[config.mk]
export PLATFORM = sky130hd
export DESIGN_NAME = matmul_stream_io_flat
export DESIGN_NICKNAME = d
export VERILOG_FILES = /design/src/rtl/matmul_pkg.sv /design/src/rtl/matmul_stream_io_if.sv /design/src/rtl/matmul_z_reader.sv /design/src/rtl/matmul_stream_io.sv /design/src/flat_wrapper.sv
export SDC_FILE = /design/constraint.sdc
export NUM_CORES = 1
export LEC_CHECK = 0
export BUFFER_PORTS_ARGS = -buffer_cell sky130_fd_sc_hd__buf_2
export CORE_MARGIN = 5
export CORE_UTILIZATION = 46
export DETAILED_ROUTE_END_ITERATION = 12
export PLACE_DENSITY = 0.86
export SYNTH_ARGS = -nofsm -noshare
export SYNTH_HDL_FRONTEND = slang
export SYNTH_HIERARCHICAL = 1
export SYNTH_SLANG_ARGS = --single-unit
[constraint.sdc]
create_clock -name clock -period 2.3 [get_ports clock]
set_clock_uncertainty 0.15 [all_clocks]
set_input_delay 0.23 -clock clock [delete_from_list [all_inputs] [get_ports clock]]
set_output_delay 0.23 -clock clock [all_outputs]
set_load 0.02 [all_outputs]
[src/rtl/matmul_pkg.sv]
// Shared state encoding and default geometry for the matmul stream front/back end.
package matmul_pkg;

    localparam int DEF_DATA_WIDTH  = 32;
    localparam int DEF_ADDR_WIDTH  = 12;
    localparam int DEF_VECTOR_SIZE = 64;
    localparam int MAT_WORDS       = DEF_VECTOR_SIZE * DEF_VECTOR_SIZE;

    typedef enum logic [3:0] {
        IDLE   = 4'd0,
        LOAD_X = 4'd1,
        LOAD_Y = 4'd2,
        START  = 4'd3,
        ARM    = 4'd4,
        RUN    = 4'd5,
        RD     = 4'd6,
        WAIT   = 4'd7,
        OUT    = 4'd8
    } state_t;

    // Address of the final element of an n-by-n row-major matrix.
    function automatic int last_index(input int n);
        return (n * n) - 32'sd1;
    endfunction

endpackage

[src/rtl/matmul_stream_io_if.sv]
// Stream, BRAM and engine-handshake bundle; master is the controller side.
interface matmul_stream_io_if
    import matmul_pkg::*;
#(
    parameter int DATA_WIDTH = DEF_DATA_WIDTH,
    parameter int ADDR_WIDTH = DEF_ADDR_WIDTH
);
    logic                  in_valid;
    logic                  in_ready;
    logic [DATA_WIDTH-1:0] in_data;
    logic                  out_valid;
    logic                  out_ready;
    logic [DATA_WIDTH-1:0] out_data;
    logic                  out_last;
    logic                  x_wr_en;
    logic                  y_wr_en;
    logic [ADDR_WIDTH-1:0] x_addr;
    logic [ADDR_WIDTH-1:0] y_addr;
    logic [DATA_WIDTH-1:0] x_din;
    logic [DATA_WIDTH-1:0] y_din;
    logic [ADDR_WIDTH-1:0] z_addr;
    logic [DATA_WIDTH-1:0] z_dout;
    logic                  mm_start;
    logic                  mm_done;
    logic                  busy;

    modport master (
        input  in_valid, in_data, out_ready, z_dout, mm_done,
        output in_ready, out_valid, out_data, out_last,
        output x_wr_en, y_wr_en, x_addr, y_addr, x_din, y_din, z_addr,
        output mm_start, busy
    );

    modport slave (
        output in_valid, in_data, out_ready, z_dout, mm_done,
        input  in_ready, out_valid, out_data, out_last,
        input  x_wr_en, y_wr_en, x_addr, y_addr, x_din, y_din, z_addr,
        input  mm_start, busy
    );

endinterface

[src/rtl/matmul_z_reader.sv]
// Drains the Z BRAM as a valid/ready stream: RD presents the address, WAIT
// covers the one-cycle BRAM latency, OUT holds a registered word until accepted.
module matmul_z_reader
    import matmul_pkg::*;
#(
    parameter int DATA_WIDTH  = DEF_DATA_WIDTH,
    parameter int ADDR_WIDTH  = DEF_ADDR_WIDTH,
    parameter int VECTOR_SIZE = DEF_VECTOR_SIZE
) (
    input  logic                  clock,
    input  logic                  reset,
    input  logic                  start,
    output logic                  finish,
    output logic [ADDR_WIDTH-1:0] z_addr,
    input  logic [DATA_WIDTH-1:0] z_dout,
    output logic                  out_valid,
    input  logic                  out_ready,
    output logic [DATA_WIDTH-1:0] out_data,
    output logic                  out_last
);
    localparam logic [ADDR_WIDTH-1:0] LAST_IDX  = ADDR_WIDTH'(last_index(VECTOR_SIZE));
    localparam logic [ADDR_WIDTH-1:0] CNT_ONE   = {{(ADDR_WIDTH-1){1'b0}}, 1'b1};
    localparam logic [ADDR_WIDTH-1:0] ADDR_ZERO = {ADDR_WIDTH{1'b0}};
    localparam logic [DATA_WIDTH-1:0] DATA_ZERO = {DATA_WIDTH{1'b0}};

    state_t                state_r;
    state_t                state_s;
    logic [ADDR_WIDTH-1:0] cnt_r;
    logic [ADDR_WIDTH-1:0] cnt_s;
    logic                  finish_s;
    logic                  out_valid_r;
    logic                  out_last_r;
    logic [DATA_WIDTH-1:0] out_data_r;

    // Next-state and word-counter decode for the drain sequence.
    always_comb begin
        state_s  = state_r;
        cnt_s    = cnt_r;
        finish_s = 1'b0;
        case (state_r)
            IDLE: begin
                if (start) begin
                    state_s = RD;
                    cnt_s   = ADDR_ZERO;
                end else begin
                    state_s = IDLE;
                end
            end
            RD:   state_s = WAIT;
            WAIT: state_s = OUT;
            OUT: begin
                if (out_ready && out_last_r) begin
                    state_s  = IDLE;
                    finish_s = 1'b1;
                end else if (out_ready) begin
                    state_s = RD;
                    cnt_s   = cnt_r + CNT_ONE;
                end else begin
                    state_s = OUT;
                end
            end
            default: begin
                state_s = IDLE;
                cnt_s   = ADDR_ZERO;
            end
        endcase
    end

    // State, counter and output register; z_dout is captured as WAIT ends.
    always_ff @(posedge clock or posedge reset) begin
        if (reset) begin
            state_r     <= IDLE;
            cnt_r       <= ADDR_ZERO;
            out_valid_r <= 1'b0;
            out_last_r  <= 1'b0;
            out_data_r  <= DATA_ZERO;
        end else begin
            state_r     <= state_s;
            cnt_r       <= cnt_s;
            out_valid_r <= (state_s == OUT);
            out_last_r  <= (state_s == OUT) && (cnt_r == LAST_IDX);
            if (state_r == WAIT) begin
                out_data_r <= z_dout;
            end else begin
                out_data_r <= out_data_r;
            end
        end
    end

    assign z_addr    = (state_r == RD) ? cnt_r : ADDR_ZERO;
    assign finish    = finish_s;
    assign out_valid = out_valid_r;
    assign out_last  = out_last_r;
    assign out_data  = out_data_r;

endmodule

[src/rtl/matmul_stream_io.sv]
// Loads X then Y from the input stream into their BRAMs, starts the engine,
// waits for its done level and hands the Z drain to matmul_z_reader.
module matmul_stream_io
    import matmul_pkg::*;
#(
    parameter int DATA_WIDTH  = DEF_DATA_WIDTH,
    parameter int ADDR_WIDTH  = DEF_ADDR_WIDTH,
    parameter int VECTOR_SIZE = DEF_VECTOR_SIZE
) (
    input  logic               clock,
    input  logic               reset,
    matmul_stream_io_if.master bus
);
    localparam logic [ADDR_WIDTH-1:0] LAST_IDX  = ADDR_WIDTH'(last_index(VECTOR_SIZE));
    localparam logic [ADDR_WIDTH-1:0] CNT_ONE   = {{(ADDR_WIDTH-1){1'b0}}, 1'b1};
    localparam logic [ADDR_WIDTH-1:0] ADDR_ZERO = {ADDR_WIDTH{1'b0}};
    localparam logic [DATA_WIDTH-1:0] DATA_ZERO = {DATA_WIDTH{1'b0}};

    state_t                state_r;
    state_t                state_s;
    logic [ADDR_WIDTH-1:0] cnt_r;
    logic [ADDR_WIDTH-1:0] cnt_s;
    logic                  in_ready_r;
    logic                  mm_start_r;
    logic                  busy_r;
    logic                  in_hs_s;
    logic                  x_wr_s;
    logic                  y_wr_s;
    logic                  rd_start_s;
    logic                  rd_finish_s;

    assign in_hs_s = bus.in_valid && in_ready_r;
    assign x_wr_s  = in_hs_s && (state_r == LOAD_X);
    assign y_wr_s  = in_hs_s && (state_r == LOAD_Y);

    // Next-state decode; ARM gives the engine one cycle to drop its stale done.
    always_comb begin
        state_s    = state_r;
        cnt_s      = cnt_r;
        rd_start_s = 1'b0;
        case (state_r)
            IDLE: begin
                if (bus.in_valid) begin
                    state_s = LOAD_X;
                end else begin
                    state_s = IDLE;
                end
            end
            LOAD_X, LOAD_Y: begin
                if (in_hs_s && (cnt_r == LAST_IDX)) begin
                    cnt_s   = ADDR_ZERO;
                    state_s = (state_r == LOAD_X) ? LOAD_Y : START;
                end else if (in_hs_s) begin
                    cnt_s = cnt_r + CNT_ONE;
                end else begin
                    cnt_s = cnt_r;
                end
            end
            START: state_s = ARM;
            ARM:   state_s = RUN;
            RUN: begin
                if (bus.mm_done) begin
                    state_s    = RD;
                    rd_start_s = 1'b1;
                end else begin
                    state_s = RUN;
                end
            end
            RD: begin
                if (rd_finish_s) begin
                    state_s = IDLE;
                end else begin
                    state_s = RD;
                end
            end
            default: begin
                state_s = IDLE;
                cnt_s   = ADDR_ZERO;
            end
        endcase
    end

    // State register; flags decoded from the next state so they align with it.
    always_ff @(posedge clock or posedge reset) begin
        if (reset) begin
            state_r    <= IDLE;
            cnt_r      <= ADDR_ZERO;
            in_ready_r <= 1'b0;
            mm_start_r <= 1'b0;
            busy_r     <= 1'b0;
        end else begin
            state_r    <= state_s;
            cnt_r      <= cnt_s;
            in_ready_r <= (state_s == LOAD_X) || (state_s == LOAD_Y);
            mm_start_r <= (state_s == START);
            busy_r     <= (state_s != IDLE);
        end
    end

    assign bus.in_ready = in_ready_r;
    assign bus.mm_start = mm_start_r;
    assign bus.busy     = busy_r;
    assign bus.x_wr_en  = x_wr_s;
    assign bus.y_wr_en  = y_wr_s;
    assign bus.x_addr   = (state_r == LOAD_X) ? cnt_r : ADDR_ZERO;
    assign bus.y_addr   = (state_r == LOAD_Y) ? cnt_r : ADDR_ZERO;
    assign bus.x_din    = x_wr_s ? bus.in_data : DATA_ZERO;
    assign bus.y_din    = y_wr_s ? bus.in_data : DATA_ZERO;

    matmul_z_reader #(
        .DATA_WIDTH  (DATA_WIDTH),
        .ADDR_WIDTH  (ADDR_WIDTH),
        .VECTOR_SIZE (VECTOR_SIZE)
    ) u_z_reader (
        .clock     (clock),
        .reset     (reset),
        .start     (rd_start_s),
        .finish    (rd_finish_s),
        .z_addr    (bus.z_addr),
        .z_dout    (bus.z_dout),
        .out_valid (bus.out_valid),
        .out_ready (bus.out_ready),
        .out_data  (bus.out_data),
        .out_last  (bus.out_last)
    );

endmodule
[src/flat_wrapper.sv]
// flat-port wrapper written by rule: the top's interface ports become plain ports
module matmul_stream_io_flat import matmul_pkg::*;
#(
    parameter int DATA_WIDTH  = DEF_DATA_WIDTH,
    parameter int ADDR_WIDTH  = DEF_ADDR_WIDTH,
    parameter int VECTOR_SIZE = DEF_VECTOR_SIZE
)
  (clock, reset, bus_in_valid, bus_in_data, bus_out_ready, bus_z_dout, bus_mm_done, bus_in_ready, bus_out_valid, bus_out_data, bus_out_last, bus_x_wr_en, bus_y_wr_en, bus_x_addr, bus_y_addr, bus_x_din, bus_y_din, bus_z_addr, bus_mm_start, bus_busy);
  matmul_stream_io_if #(.DATA_WIDTH(DATA_WIDTH), .ADDR_WIDTH(ADDR_WIDTH)) bus_i ();
  input  logic clock;
  input  logic reset;
  input wire logic [$bits(bus_i.in_valid)-1:0] bus_in_valid;
  input wire logic [$bits(bus_i.in_data)-1:0] bus_in_data;
  input wire logic [$bits(bus_i.out_ready)-1:0] bus_out_ready;
  input wire logic [$bits(bus_i.z_dout)-1:0] bus_z_dout;
  input wire logic [$bits(bus_i.mm_done)-1:0] bus_mm_done;
  output wire logic [$bits(bus_i.in_ready)-1:0] bus_in_ready;
  output wire logic [$bits(bus_i.out_valid)-1:0] bus_out_valid;
  output wire logic [$bits(bus_i.out_data)-1:0] bus_out_data;
  output wire logic [$bits(bus_i.out_last)-1:0] bus_out_last;
  output wire logic [$bits(bus_i.x_wr_en)-1:0] bus_x_wr_en;
  output wire logic [$bits(bus_i.y_wr_en)-1:0] bus_y_wr_en;
  output wire logic [$bits(bus_i.x_addr)-1:0] bus_x_addr;
  output wire logic [$bits(bus_i.y_addr)-1:0] bus_y_addr;
  output wire logic [$bits(bus_i.x_din)-1:0] bus_x_din;
  output wire logic [$bits(bus_i.y_din)-1:0] bus_y_din;
  output wire logic [$bits(bus_i.z_addr)-1:0] bus_z_addr;
  output wire logic [$bits(bus_i.mm_start)-1:0] bus_mm_start;
  output wire logic [$bits(bus_i.busy)-1:0] bus_busy;
  assign bus_i.in_valid = bus_in_valid;
  assign bus_i.in_data = bus_in_data;
  assign bus_i.out_ready = bus_out_ready;
  assign bus_i.z_dout = bus_z_dout;
  assign bus_i.mm_done = bus_mm_done;
  assign bus_in_ready = bus_i.in_ready;
  assign bus_out_valid = bus_i.out_valid;
  assign bus_out_data = bus_i.out_data;
  assign bus_out_last = bus_i.out_last;
  assign bus_x_wr_en = bus_i.x_wr_en;
  assign bus_y_wr_en = bus_i.y_wr_en;
  assign bus_x_addr = bus_i.x_addr;
  assign bus_y_addr = bus_i.y_addr;
  assign bus_x_din = bus_i.x_din;
  assign bus_y_din = bus_i.y_din;
  assign bus_z_addr = bus_i.z_addr;
  assign bus_mm_start = bus_i.mm_start;
  assign bus_busy = bus_i.busy;
  matmul_stream_io #(.DATA_WIDTH(DATA_WIDTH), .ADDR_WIDTH(ADDR_WIDTH), .VECTOR_SIZE(VECTOR_SIZE)) u_core (.clock(clock), .reset(reset), .bus(bus_i));
endmodule
### Word level (Yosys, flattened, before mapping)

Cells that the tools add are included.

* flip-flop bits (word level): 69

* bitwise operators: 2
* reductions and logical operators: 15
* $add $sub $neg: 2
* equality and inequality tests: 19
* multiplexer cells: 26

Operators by type and width (number)
* $mux W12: 8
* $mux W32: 2
* $pmux W12 S3: 1
* $add A12 B1 Y12 const B: 2
* $eq A12 B12 Y1 const B: 2
* $pmux W12 S2: 1
* $pmux W4 S6: 1
* $eq A4 B3 Y1 const B: 5
* $eq A4 B2 Y1 const B: 4
* $pmux W4 S4: 1
* $mux W4: 3
* $eq A4 B1 Y1 const B: 2
* $eq A4 B4 Y1 const B: 2
* $logic_not A4 Y1: 2
* $logic_and A1 B1 Y1: 6
* $mux W1: 6
* $mux W3: 2
* $reduce_or A5 Y1: 1
* $ne A2 B2 Y1 const B: 2
* $reduce_and A4 Y1: 1
* $reduce_bool A4 Y1: 1
* $reduce_or A2 Y1: 2
* $ne A3 B1 Y1 const B: 1
* $mux W2: 1
* other kinds (4): 5

### Logic depth before layout (Yosys ltp)

* word-level depth: 7
* gate-level depth with buffers: 8

### Modules after synthesis

Netlist, hierarchy kept.

By module, submodules not included
* matmul_z_reader: cells each 171, sequential area each 1226.2 um^2, times used 1, area an instance 2158.3 um^2
* matmul_stream_io: cells each 223, sequential area each 475.5 um^2, times used 1, area an instance 1798.0 um^2

### Worst setup path before layout

OpenSTA, ideal clock, no wires.

* path kind: reg-to-output
* start point: register u_core.state_r[2]
* end point: output bus_x_din[22]
* stages on the path, launching flop included: 6
* data required time: 1.920 ns
* data arrival time: 1.838 ns
* path slack: 0.082 ns
* buffers on the path: 2
* cell sequence: dfrtp_1 -> buf_6 -> nor4b_2 -> nor2b_1 -> clkbuf_1 -> and2_1

* word-level cells in the longest chain between the ends: 3

Ends and longest elaborated chain
* start, declared: RTL line matmul_stream_io.sv:19 `state_t state_r;`
* start signal, assigned: RTL line matmul_stream_io.sv:92 `state_r <= state_s;`
* $eq A4 B1 Y1: RTL line matmul_stream_io.sv:33 `assign x_wr_s = in_hs_s && (state_r == LOAD_X);`
* $logic_and A1 B1 Y1: RTL line matmul_stream_io.sv:33
* via bus_x_wr_en: RTL line flat_wrapper.sv:21 `output wire logic [$bits(bus_i.x_wr_en)-1:0] bus_x_wr_en;`
* $mux W32: RTL line matmul_stream_io.sv:107 `assign bus.x_din = x_wr_s ? bus.in_data : DATA_ZERO;`
* end, declared: RTL line flat_wrapper.sv:25 `output wire logic [$bits(bus_i.x_din)-1:0] bus_x_din;`

The timed path passes the listed nets, and every way through them passes these cells.

### Worst setup path in the final report

* start point: register u_core.state_r[1]
* end point: output bus_x_din[11]

* word-level cells in the longest chain between the ends: 3

Ends and longest elaborated chain (RTL line)
* $eq A4 B1 Y1: matmul_stream_io.sv:33
* $logic_and A1 B1 Y1: matmul_stream_io.sv:33
* $mux W32: matmul_stream_io.sv:107

Every way passes these cells.

==> results.ini <==
[setup_path]
critPathKind = reg -> out
critPathCaptureType = primary output
required_ps = 1920
start_kind = register
critical_path.top_delay_family = simple AND/OR/NAND/NOR gates
arrival_ps = 1930
crit_buf_inv = 4
cp_cell_sequence = buf_6 -> nor4b_4 -> nor2b_4 -> buf_12 -> clkbuf_16 -> and2_4 -> buf_6
cpPeakStageDelay_ps = 410
path_max_fanout = 8
cpMostUsedCell = buf_6
slowest_stage = dfrtp_1

[drt]
drc = 0
first_iter_violations = 226
detail-route-antenna-nets = 0
vias = 4124
routed_wl_mm = 14.2
first_pass_iters = 5
wl_per_cell_um = 18.7
vias_per_cell = 5.42

[logic_synthesis]
async_reset_ff_share_pct = 100
synth.net_count = 465
ys.warnings.count = 6
synthFlopType = dfrtp_1
synth-edff-count = 0
synth.cell_area_mm2 = 0.00396
syn_area_per_cell_um2 = 10.0
synth_cell_types = 68
syn_inst = 394
ys_seq_elements = 68
yosysSeqAreaShare_pct = 43.0

[run]
cap_viol_max_count = 0

[clocking]
clock_latency_ps = 340
cts.htree.levels = 3
numCtsBuffers = 9
tritoncts = yes
clkTransAtPathRegs_ps = 70
cts-root-buf = clkbuf_8
numClockSinks = 68
cts_buffer_depth = 2

[timing]
hold_viol_final = 0
period_needed_ps = 2310
drv_slew = 0
max_freq_mhz = 432
tightest_slew_ps = 745
period_share_pct = 101
fin_setup_tns_ps = -32.2
finalHoldWorstSlack_ps = 220
setup_viol = 5
slew_headroom_pct = 50.2
final.setup.worst_slack_ps = -14.2
rsz0062_at_grt = true

[grt]
antenna_found_initial = 0
overflow = 0
grt_usage_pct = 24.1
grt_pass1_vias = 4026
grt_pass1_wl_mm = 20.1
grt_max_degree = 35

[final_layout]
finalNetCount = 722
multi_input_area_mm2 = 0.00220
layout-drive-gt1-share_pct = 53.8
nFillCells = 546
area_delta_synth_final_pct = 56.3
antenna_cells = 0
register_area_mm2 = 0.00170

[floorplan]
dieArea_mm2 = 0.0106
io_pins = 208
initial_utilization_pct = 47.7
num_rows = 33
die-width_um = 103
die_h_um = 103
core_mm2 = 0.00830

[hold_path]
min_path_type = in -> reg

[status]
violations = negative setup slack
status = complete, but fails checks

[placed_design]
hpwl_mm = 9.14
portBuffers = 207
gp_congestion = 0.895
dp_slack_ps = 121

[pwr]
power_density_mw_per_mm2 = 656
power_leakage_uw = 0.00314
vdd_drop_max_mv = 0.957

registers in the layout, indices dropped and copies added, names as in the netlist:
register and flops:
u_core/cnt_r 12, u_core/u_z_reader/out_last 1, u_core/u_z_reader/out_data 32, u_core/u_z_reader/cnt_r 12, u_core/bus.mm_start 1, u_core/bus.busy 1
u_core/u_z_reader/state_r 3, u_core/u_z_reader/out_valid 1, u_core/state_r 4, u_core/bus.in_ready 1
cell usage after synthesis (4+ instances only):
master | instances | area [µm²]
dfrtp_1 | 68 | 1700
and2_1 | 87 | 544
and3_1 | 16 | 100
inv_1 | 7 | 26.3
clkbuf_1 | 11 | 41.3
buf_2 | 8 | 40.0
nor2_1 | 15 | 56.3
nand2_1 | 15 | 56.3
nor3_1 | 6 | 30.0
a21oi_1 | 7 | 35.0
mux2_2 | 34 | 383
o21ai_0 | 26 | 130
nand3_1 | 8 | 40.0
nand2b_1 | 4 | 25.0
o31ai_1 | 4 | 30.0
repair_timing:
item | CTS | global route
endpoints found under the hold margin | 79 | 0
gates cloned | 1 | 3
pin swaps | 0 | 29
hold buffers | 34 | 0
setup endpoints to repair | 75 | 69
buffers inserted | 0 | 7
resized for setup | 18 | 112
power breakdown:
group | total (µW) | switching, µW | internal, µW
registers | 1730 | 214 | 1520
clock network | 876 | 482 | 394
logic | 1450 | 838 | 612
final cells by class:
class                           count  area share (%)
Inverter                            8           0.486
Multi-Input combinational cell    294            35.7
Clock inverter                      7           0.810
Sequential cell                    68            27.6
Timing Repair Buffer              270            31.3
Clock buffer                        9            2.00
Tap cell                          105            2.13
tightest hold or removal path: cells and delay by family:
kind,cells,cell delay (ps)
buffers and inverters,1,100
AND/OR/NAND/NOR,1,50
AO/OA/AOI/OAI,2,280
path summary, 6_finish.rpt:
check / startpoint / endpoint / slack [ps] / cells after the start
min in group asynchronous: reset / u_core/u_z_reader/out_data[9] / 390 / 3
worst max register to register: u_core/state_r[1] / u_core/cnt_r[6] / 110 / 6
max in group asynchronous: reset / u_core/state_r[3] / 1040 / 3
worst max-delay path: u_core/state_r[1] / bus_x_din[11] / -10 / 7
worst min register to register: u_core/u_z_reader/out_data[4] / u_core/u_z_reader/out_data[4] / 350 / 1
worst min-delay path: bus_mm_done / u_core/state_r[0] / 220 / 4
through the flow:
step / cell area, µm² / std cells / util [%] / total power (µW)
detailed placement: 5140 / 700 / 62.0 / 3110
global placement: 5140 / 700 / 62.0 / 3030
global route: 6180 / 761 / 74.5 / 4260
finish: 6180 / 761 / 74.5 / 4060
CTS: 5720 / 751 / 68.9 / 4020
floorplan: 3960 / 394 / - / 2600
cell families (layout without fill, tap and decap cells):
group | Yosys count | in the layout | share of synthesized area, %
compound gates | 64 | 64 | 11.8
xor+xnor | 2 | 2 | 0.443
fa+ha+maj | 2 | 2 | 0.632
buf+inv | 32 | 294 | 4.02
flops | 68 | 68 | 43.0
mux | 34 | 34 | 9.68
other cells | 1 | 1 | 0.0948
simple gates | 191 | 191 | 30.3
layer usage:
metal	routed length [µm]	global-route usage, %
met1	4860	27.1
met2	7840	44.7
met3	1210	6.97
met4	312	5.78
met5	0	0
placed cells by master, fill, tap and decap left out, types with 9 or more instances in the layout:
| master | synthesis | layout |
|---|---|---|
| nand2_1 | 15 | 15 |
| and2_4 | 0 | 31 |
| dfrtp_1 | 68 | 66 |
| dlygate4sd3_1 | 0 | 34 |
| buf_4 | 1 | 35 |
| buf_2 | 8 | 159 |
| and3_1 | 16 | 16 |
| mux2_2 | 34 | 34 |
| o21ai_0 | 26 | 25 |
| clkbuf_8 | 1 | 9 |
| buf_6 | 2 | 35 |
| nor2_1 | 15 | 12 |
| and2_1 | 87 | 56 |
Note: power is estimated with default switching activity, not from simulation.
